<file path="config.mk">
export PLATFORM = sky130hd
export DESIGN_NAME = multi_rate_divider
export DESIGN_NICKNAME = d
export VERILOG_FILES = /design/src/rtl/multi_rate_divider.sv
export SDC_FILE = /design/constraint.sdc
export NUM_CORES = 1
export LEC_CHECK = 0
export BUFFER_PORTS_ARGS = -buffer_cell sky130_fd_sc_hd__buf_2
export CAP_MARGIN = 25
export CELL_PAD_IN_SITES_DETAIL_PLACEMENT = 1
export CELL_PAD_IN_SITES_GLOBAL_PLACEMENT = 1
export CORE_MARGIN = 2
export CORE_UTILIZATION = 30
export CTS_CLUSTER_DIAMETER = 100
export DETAILED_ROUTE_END_ITERATION = 10
export PLACE_DENSITY = 0.65
export REMOVE_ABC_BUFFERS = 1
export SETUP_SLACK_MARGIN = 0.15
export SYNTH_ARGS = -nofsm -noshare
export SYNTH_HDL_FRONTEND = slang
export SYNTH_SLANG_ARGS = --single-unit
</file>
<file path="constraint.sdc">
create_clock -name clk -period 10.8 [get_ports clk]
set_input_delay 2.16 -clock clk [delete_from_list [all_inputs] [get_ports clk]]
set_output_delay 2.16 -clock clk [all_outputs]
set_load 0.01 [all_outputs]
</file>
<file path="src/rtl/multi_rate_divider.sv">
// multi_rate_divider
//   NUM_CH independent programmable tick generators. Each channel is a
//   down-counter that emits a one-cycle tick strobe when it expires, then
//   either reloads (periodic) or stops (one-shot).
//
// Optional feature macro: RATE_DIV_ACCEL_EN
//   When defined, every tick of a periodic channel shortens its period by
//   ACCEL_STEP, never going below ACCEL_MIN.
//
// Ports
//   clk        in   system clock (rising edge)
//   rst        in   asynchronous reset, active-high
//   wr_en      in   period write strobe
//   wr_ch      in   [CH_W]    channel addressed by a write
//   wr_period  in   [WIDTH]   new period P (tick every P+1 cycles)
//   wr_oneshot in   mode written with the period (1 = one-shot)
//   start      in   [NUM_CH]  per-channel arm/restart pulse
//   stop       in   [NUM_CH]  per-channel halt pulse (wins over start)
//   pause      in   global freeze of all counters, level-sensitive
//   tick       out  [NUM_CH]  registered one-cycle strobe
//   busy       out  [NUM_CH]  channel is running
module multi_rate_divider #(
  parameter int NUM_CH     = 4,
  parameter int CH_W       = 2,
  parameter int WIDTH      = 32,
  parameter int ACCEL_STEP = 1,
  parameter int ACCEL_MIN  = 1
) (
  input  logic              clk,
  input  logic              rst,
  input  logic              wr_en,
  input  logic [CH_W-1:0]   wr_ch,
  input  logic [WIDTH-1:0]  wr_period,
  input  logic              wr_oneshot,
  input  logic [NUM_CH-1:0] start,
  input  logic [NUM_CH-1:0] stop,
  input  logic              pause,
  output logic [NUM_CH-1:0] tick,
  output logic [NUM_CH-1:0] busy
);

  typedef enum logic {
    ST_IDLE = 1'b0,
    ST_RUN  = 1'b1
  } state_t;

`ifdef RATE_DIV_ACCEL_EN
  // One extra bit so ACCEL_MIN + ACCEL_STEP cannot wrap.
  localparam logic [WIDTH:0] ACC_STEP_X   = (WIDTH+1)'(ACCEL_STEP);
  localparam logic [WIDTH:0] ACC_MIN_X    = (WIDTH+1)'(ACCEL_MIN);
  localparam logic [WIDTH:0] ACC_THRESH_X = ACC_MIN_X + ACC_STEP_X;

  function automatic logic [WIDTH-1:0] accel_next(input logic [WIDTH-1:0] p);
    logic [WIDTH:0] p_x;
    p_x = {1'b0, p};
    if (p_x >= ACC_THRESH_X) begin
      accel_next = WIDTH'(p_x - ACC_STEP_X);
    end else if (p_x > ACC_MIN_X) begin
      accel_next = WIDTH'(ACC_MIN_X);
    end else begin
      accel_next = p;
    end
  endfunction
`else
  // Acceleration parameters are only consumed when the feature is built in.
  logic unused_accel_cfg;
  assign unused_accel_cfg = ^{ACCEL_STEP, ACCEL_MIN};
`endif

  for (genvar gi = 0; gi < NUM_CH; gi++) begin : g_ch
    state_t           state_q, state_d;
    logic [WIDTH-1:0] cnt_q, cnt_d;
    logic [WIDTH-1:0] period_q, period_d;
    logic [WIDTH-1:0] reload_val;
    logic             oneshot_q, oneshot_d;
    logic             tick_q, tick_d;
    logic             wr_hit;

    // Full-width compare: an out-of-range wr_ch never aliases onto a channel.
    assign wr_hit = wr_en && (wr_ch == CH_W'(gi));

`ifdef RATE_DIV_ACCEL_EN
    // With acceleration the reload already uses the shortened period.
    assign reload_val = accel_next(period_q);
`else
    assign reload_val = period_q;
`endif

    always_comb begin
      state_d   = state_q;
      cnt_d     = cnt_q;
      period_d  = period_q;
      oneshot_d = oneshot_q;
      tick_d    = 1'b0;

      if (stop[gi]) begin
        state_d = ST_IDLE;
      end else if (start[gi]) begin
        state_d = ST_RUN;
        cnt_d   = period_q;
      end else if (state_q == ST_RUN && !pause) begin
        if (cnt_q != '0) begin
          cnt_d = cnt_q - WIDTH'(1);
        end else begin
          tick_d = 1'b1;
          if (oneshot_q) begin
            state_d = ST_IDLE;
          end else begin
            cnt_d    = reload_val;
            period_d = reload_val;
          end
        end
      end

      // A write lands after any reload decision, so the reload above used
      // the old period and the written one applies from the next reload.
      if (wr_hit) begin
        period_d  = wr_period;
        oneshot_d = wr_oneshot;
      end
    end

    always_ff @(posedge clk or posedge rst) begin
      if (rst) begin
        state_q   <= ST_IDLE;
        cnt_q     <= '0;
        period_q  <= '0;
        oneshot_q <= 1'b0;
        tick_q    <= 1'b0;
      end else begin
        state_q   <= state_d;
        cnt_q     <= cnt_d;
        period_q  <= period_d;
        oneshot_q <= oneshot_d;
        tick_q    <= tick_d;
      end
    end

    assign tick[gi] = tick_q;
    assign busy[gi] = (state_q == ST_RUN);
  end

endmodule
</file>
# Yosys cells after proc, flatten, opt, wreduce, memory -nomap -nowiden
# Index checks and enable logic that the tools add are counted.
# op_classes
add_sub_neg,4
eq_ne,11
muxes,52
bitwise,4
reduce_logical,34
# ops
operator,n
$mux 32,16
$reduce_bool 32->1,4
$sub 32x1->32 const B,4
$mux 1,36
$reduce_and 3->1,8
$reduce_bool 3->1,8
$ne 3x2->1 const B,4
$ne 3x3->1 const B,4
$logic_and 1x1->1,8
$reduce_bool 2->1,4
$eq 2x2->1 const B,2
$not 1->1,4
$eq 2x1->1 const B,1
$logic_not 2->1,1
$logic_not 1->1,1
# totals
ff_bits,268
input_bits,47
out_inout_bits,8
wordCells,125

# Depth between registers and ports, before layout
# logic_depth
word_depth,5
mapped_depth,10
mapped_depth_nobuf,8

# Least setup slack after synthesis
# OpenSTA, ideal clock, no wires.
# synth_path
path_type,input to register
from,input start[0]
to,register g_ch[0].cnt_q[12]
setup_ns,0.077
arrival_time_ns,3.630
required_ns,10.723
setup_slack_ns,7.092
cell_stages,7
path_buffers,2
path_cell_list,clkbuf_1 > inv_1 > and3_1 > a211oi_1 > clkbuf_1 > a21oi_1 > a21oi_1
# synth_between
elab_chain_len,2
word_cells_on_any_way,4
classes_between,1 x eq/ne; 1 x mux; 2 x reduce/logical
# synth_lines
element,line_no,source
start: declaration,35,"input logic [NUM_CH-1:0] start,"
$ne 3x2->1 (no line) or $reduce_bool 2->1 (tied branches),n/a,
$reduce_and 3->1 (no line),n/a,
end signal: assignment,132,cnt_q <= cnt_d;
end: declaration,72,"logic [WIDTH-1:0] cnt_q, cnt_d;"
# Several ways; a longest one is shown, not always the timed one.
# A chain may end at the register's enable or synchronous reset.

# Worst setup path in the final report
# layout_path
from,input pause
to,register g_ch[3].cnt_q[24]
# layout_between
elab_chain_len,4
# layout_lines
element,line_no,source
start: declaration,37,"input logic pause,"
$logic_not 1->1,101,end else if (state_q == ST_RUN && !pause) begin
$logic_and 1x1->1,101,
$reduce_bool 2->1 (no line),n/a,
$reduce_and 3->1 (no line),n/a,
end signal: assignment,132,
end: declaration,72,
# Every way passes these cells.

==> out/summary.txt <==
I/O pin cnt - 55
Sequential-to-total area share from yosys stat - 48.4%
Final WL - 44,700 um
Initial cell density of the core - 30.4%
# H-tree levels - 2
Area occupied by multi-input gates - 6660 um^2
Pwr Density - 199 nW/um^2
EDFF count, synth - 0
DRC errors left - 0
Reg area - 6710 um^2
Crit Reg-Reg Startpoint - g_ch[3].cnt_q[15]$_DFFE_PP0P_
Via count - 11,600
Cells after Synth - 1,442
Crit path from - pause
Setup TNS - 0 ns
Max-cap violations - 0
Setup crit start kind - primary input
WS Path Type - in -> reg
Crit end category - flop
Worst Skew - 0.0251 ns
Core area - 45,500 um^2
CTS resizes - 0
Fillcell total - 5,202
Minimum clock period - 3.74 ns
Setup Buffers After CTS - 0
Pin count of the biggest net entering global routing - 151
Post-Syn Area per Cell - 9.60 um^2
Grt ovf - 0
Post-Syn Area - 13,800 um^2
Gr usage total - 18.9%
Initial drt markers - 937
Setup ws final - 7.06 ns
Flop-to-flop setup slack - 7.25 ns
Post-DR vias/cell - 5.57
Lkg Pwr - 6.21 nW
First-pass GRT wire length - 70,000 um
Hold WC Path Type - reg -> reg
Post-route ant nets - 0
CTS Root Cell - clkbuf_16
Synth Flop Type - dfrtp_1
Cts hold-fix bufs - 0
Final setup violation count - 0
Total power - 3.18 mW
Worst Path Arrival - 4.20 ns
Count of pins over their slew limit - 0
Area grow syn2layout - 15.2%
Synth cell types - 62
Worst vdd ir - 89.8 uV
CP max FO - 22
Vias in the first global route - 11,700
Commonest cells after routing, fill and taps aside - 268 x dfrtp_1, 153 x a21oi_1, 137 x o21ai_0, 136 x nor2_1, 132 x mux2_2
Peak Freq - 0.267 GHz
Share of post-route cells with drive strength above 1 - 19.4%
Wire per inst - 21.4 um
Worst-path clk slew - 0.06 ns
Global placement routability congestion - 0.834
Die width - 219 um
Hold_sp - g_ch[2].period_q[23]$_DFFE_PP0P_
Post-synth ARST share - 100%
Num CTS Buffers - 34
Place WS - 6.47 ns
Fin nets - 1,520
Port Buf Inserts - 54
Yosys warnings - 0
DIE HEIGHT - 219 um
Status - finished clean
Max-Slew Margin vs Limit - 29.5%
Worst slew pin tran - 1.06 ns
Hpwl dp - 29,100 um
Die ar. - 47,900 um^2
Final Hold Viols - 0
Clock Latency Late Sink - 0.55 ns
Critical Path RT - 11.25 ns
Antenna violations before repair - 1
Pre-Repair DR Iteration Count - 5
RSZ-0062 raised after global routing - no
Fin crit share - 34.7%
Sink Count - 268
Commonest non-fill, non-tap cell in the layout - dfrtp_1
Bufs on Longest Clock Path - 3
CTS tree - done
Seq cells post-synth - 268
Rows - 78
[sequential cells by signal, summed over array words and instances (netlist names)]
register / cells
g_ch.tick_q: 4
g_ch.state_q: 4
g_ch.cnt_q: 128
g_ch.oneshot_q: 4
g_ch.period_q: 128
[per-stage QoR]
step / instances / instance area [um^2] / util, % / hold WS (ns)
floorplan: 1351 / 13400 / - / 0.457
global placement: 2025 / 14700 / 32.3 / 0.478
detailed placement: 2026 / 14700 / 32.3 / 0.488
CTS: 2086 / 15900 / 34.9 / 0.502
global route: 2089 / 15900 / 35.0 / 0.521
finish: 2090 / 15900 / 35.1 / 0.501
[synthesized netlist by cell type, drive strengths merged (6+ instances only)]
master   number  share of area, %
or3          15              0.68
o31a          6              0.38
clkbuf       63               1.7
nor2        136               3.7
nand4        19              0.86
or2           8              0.36
inv          33              0.89
a21oi       153               5.5
o21a         10              0.54
o22a         13              0.82
nand2        55               1.5
dfrtp       268                48
nor3         56               2.0
o22ai         6              0.27
a31oi        23               1.0
nand2b        7              0.32
or4          18               1.0
buf          28               1.3
a22oi        20               1.1
o31ai         8              0.53
o21ai       177               6.4
nor4         40               1.8
a2bb2oi      10              0.63
nand3        52               1.9
mux2        132                11
ha            8              0.72
and3          8              0.36
[cell families (layout without fill, tap and decap cells)]
group	count (synthesis)	after routing	synth area share (%)
buffers and inverters	124	171	3.90
adder cells (fa/ha/maj)	8	8	0.723
AO/OA/AOI/OAI	468	468	20.1
AND/OR/NAND/NOR	442	442	16.0
flip-flops	268	268	48.4
multiplexers	132	132	10.7
other	0	1	0
[final timing paths]
path | cells after the start | to
worst max-delay path | 7 | g_ch[3].cnt_q[24]$_DFFE_PP0P_
worst min-delay path | 1 | g_ch[2].period_q[23]$_DFFE_PP0P_
worst max register to register | 7 | g_ch[3].cnt_q[30]$_DFFE_PP0P_
worst min register to register | 1 | g_ch[2].period_q[23]$_DFFE_PP0P_
max in group asynchronous | 3 | g_ch[2].cnt_q[30]$_DFFE_PP0P_
min in group asynchronous | 2 | g_ch[1].period_q[10]$_DFFE_PP0P_
[power by group]
part	internal (mW)	leakage (nW)	switching, mW
Clock	0.743	0.577	0.466
Sequential	1.22	3.18	0.206
Combinational	0.239	2.45	0.305
Total	2.20	6.21	0.977
[area by class of cell]
class	instances	share of cell area [%]
diodes	1	0.0157
clock buffers	49	6.26
clock inverters	11	1.18
inverters	33	0.824
multi-input cells	1050	41.8
flip-flops and latches	268	42.1
well taps	600	4.71
repair buffers	78	3.14
[per-layer routing]
layer	part of all wire [%]	track usage (%)
met5	0	0
met4	3.7	7.16
met3	3.8	3.16
met2	45	29.9
met1	47	26.0
[worst max-delay path, cell delays in order]
cell	delay, ns
buf_2	0.15
inv_1	0.28
a21oi_1	0.11
nor2_1	0.27
o41a_1	0.81
o21ai_0	0.20
a22oi_1	0.20
Power figures use the tool's default switching activity.
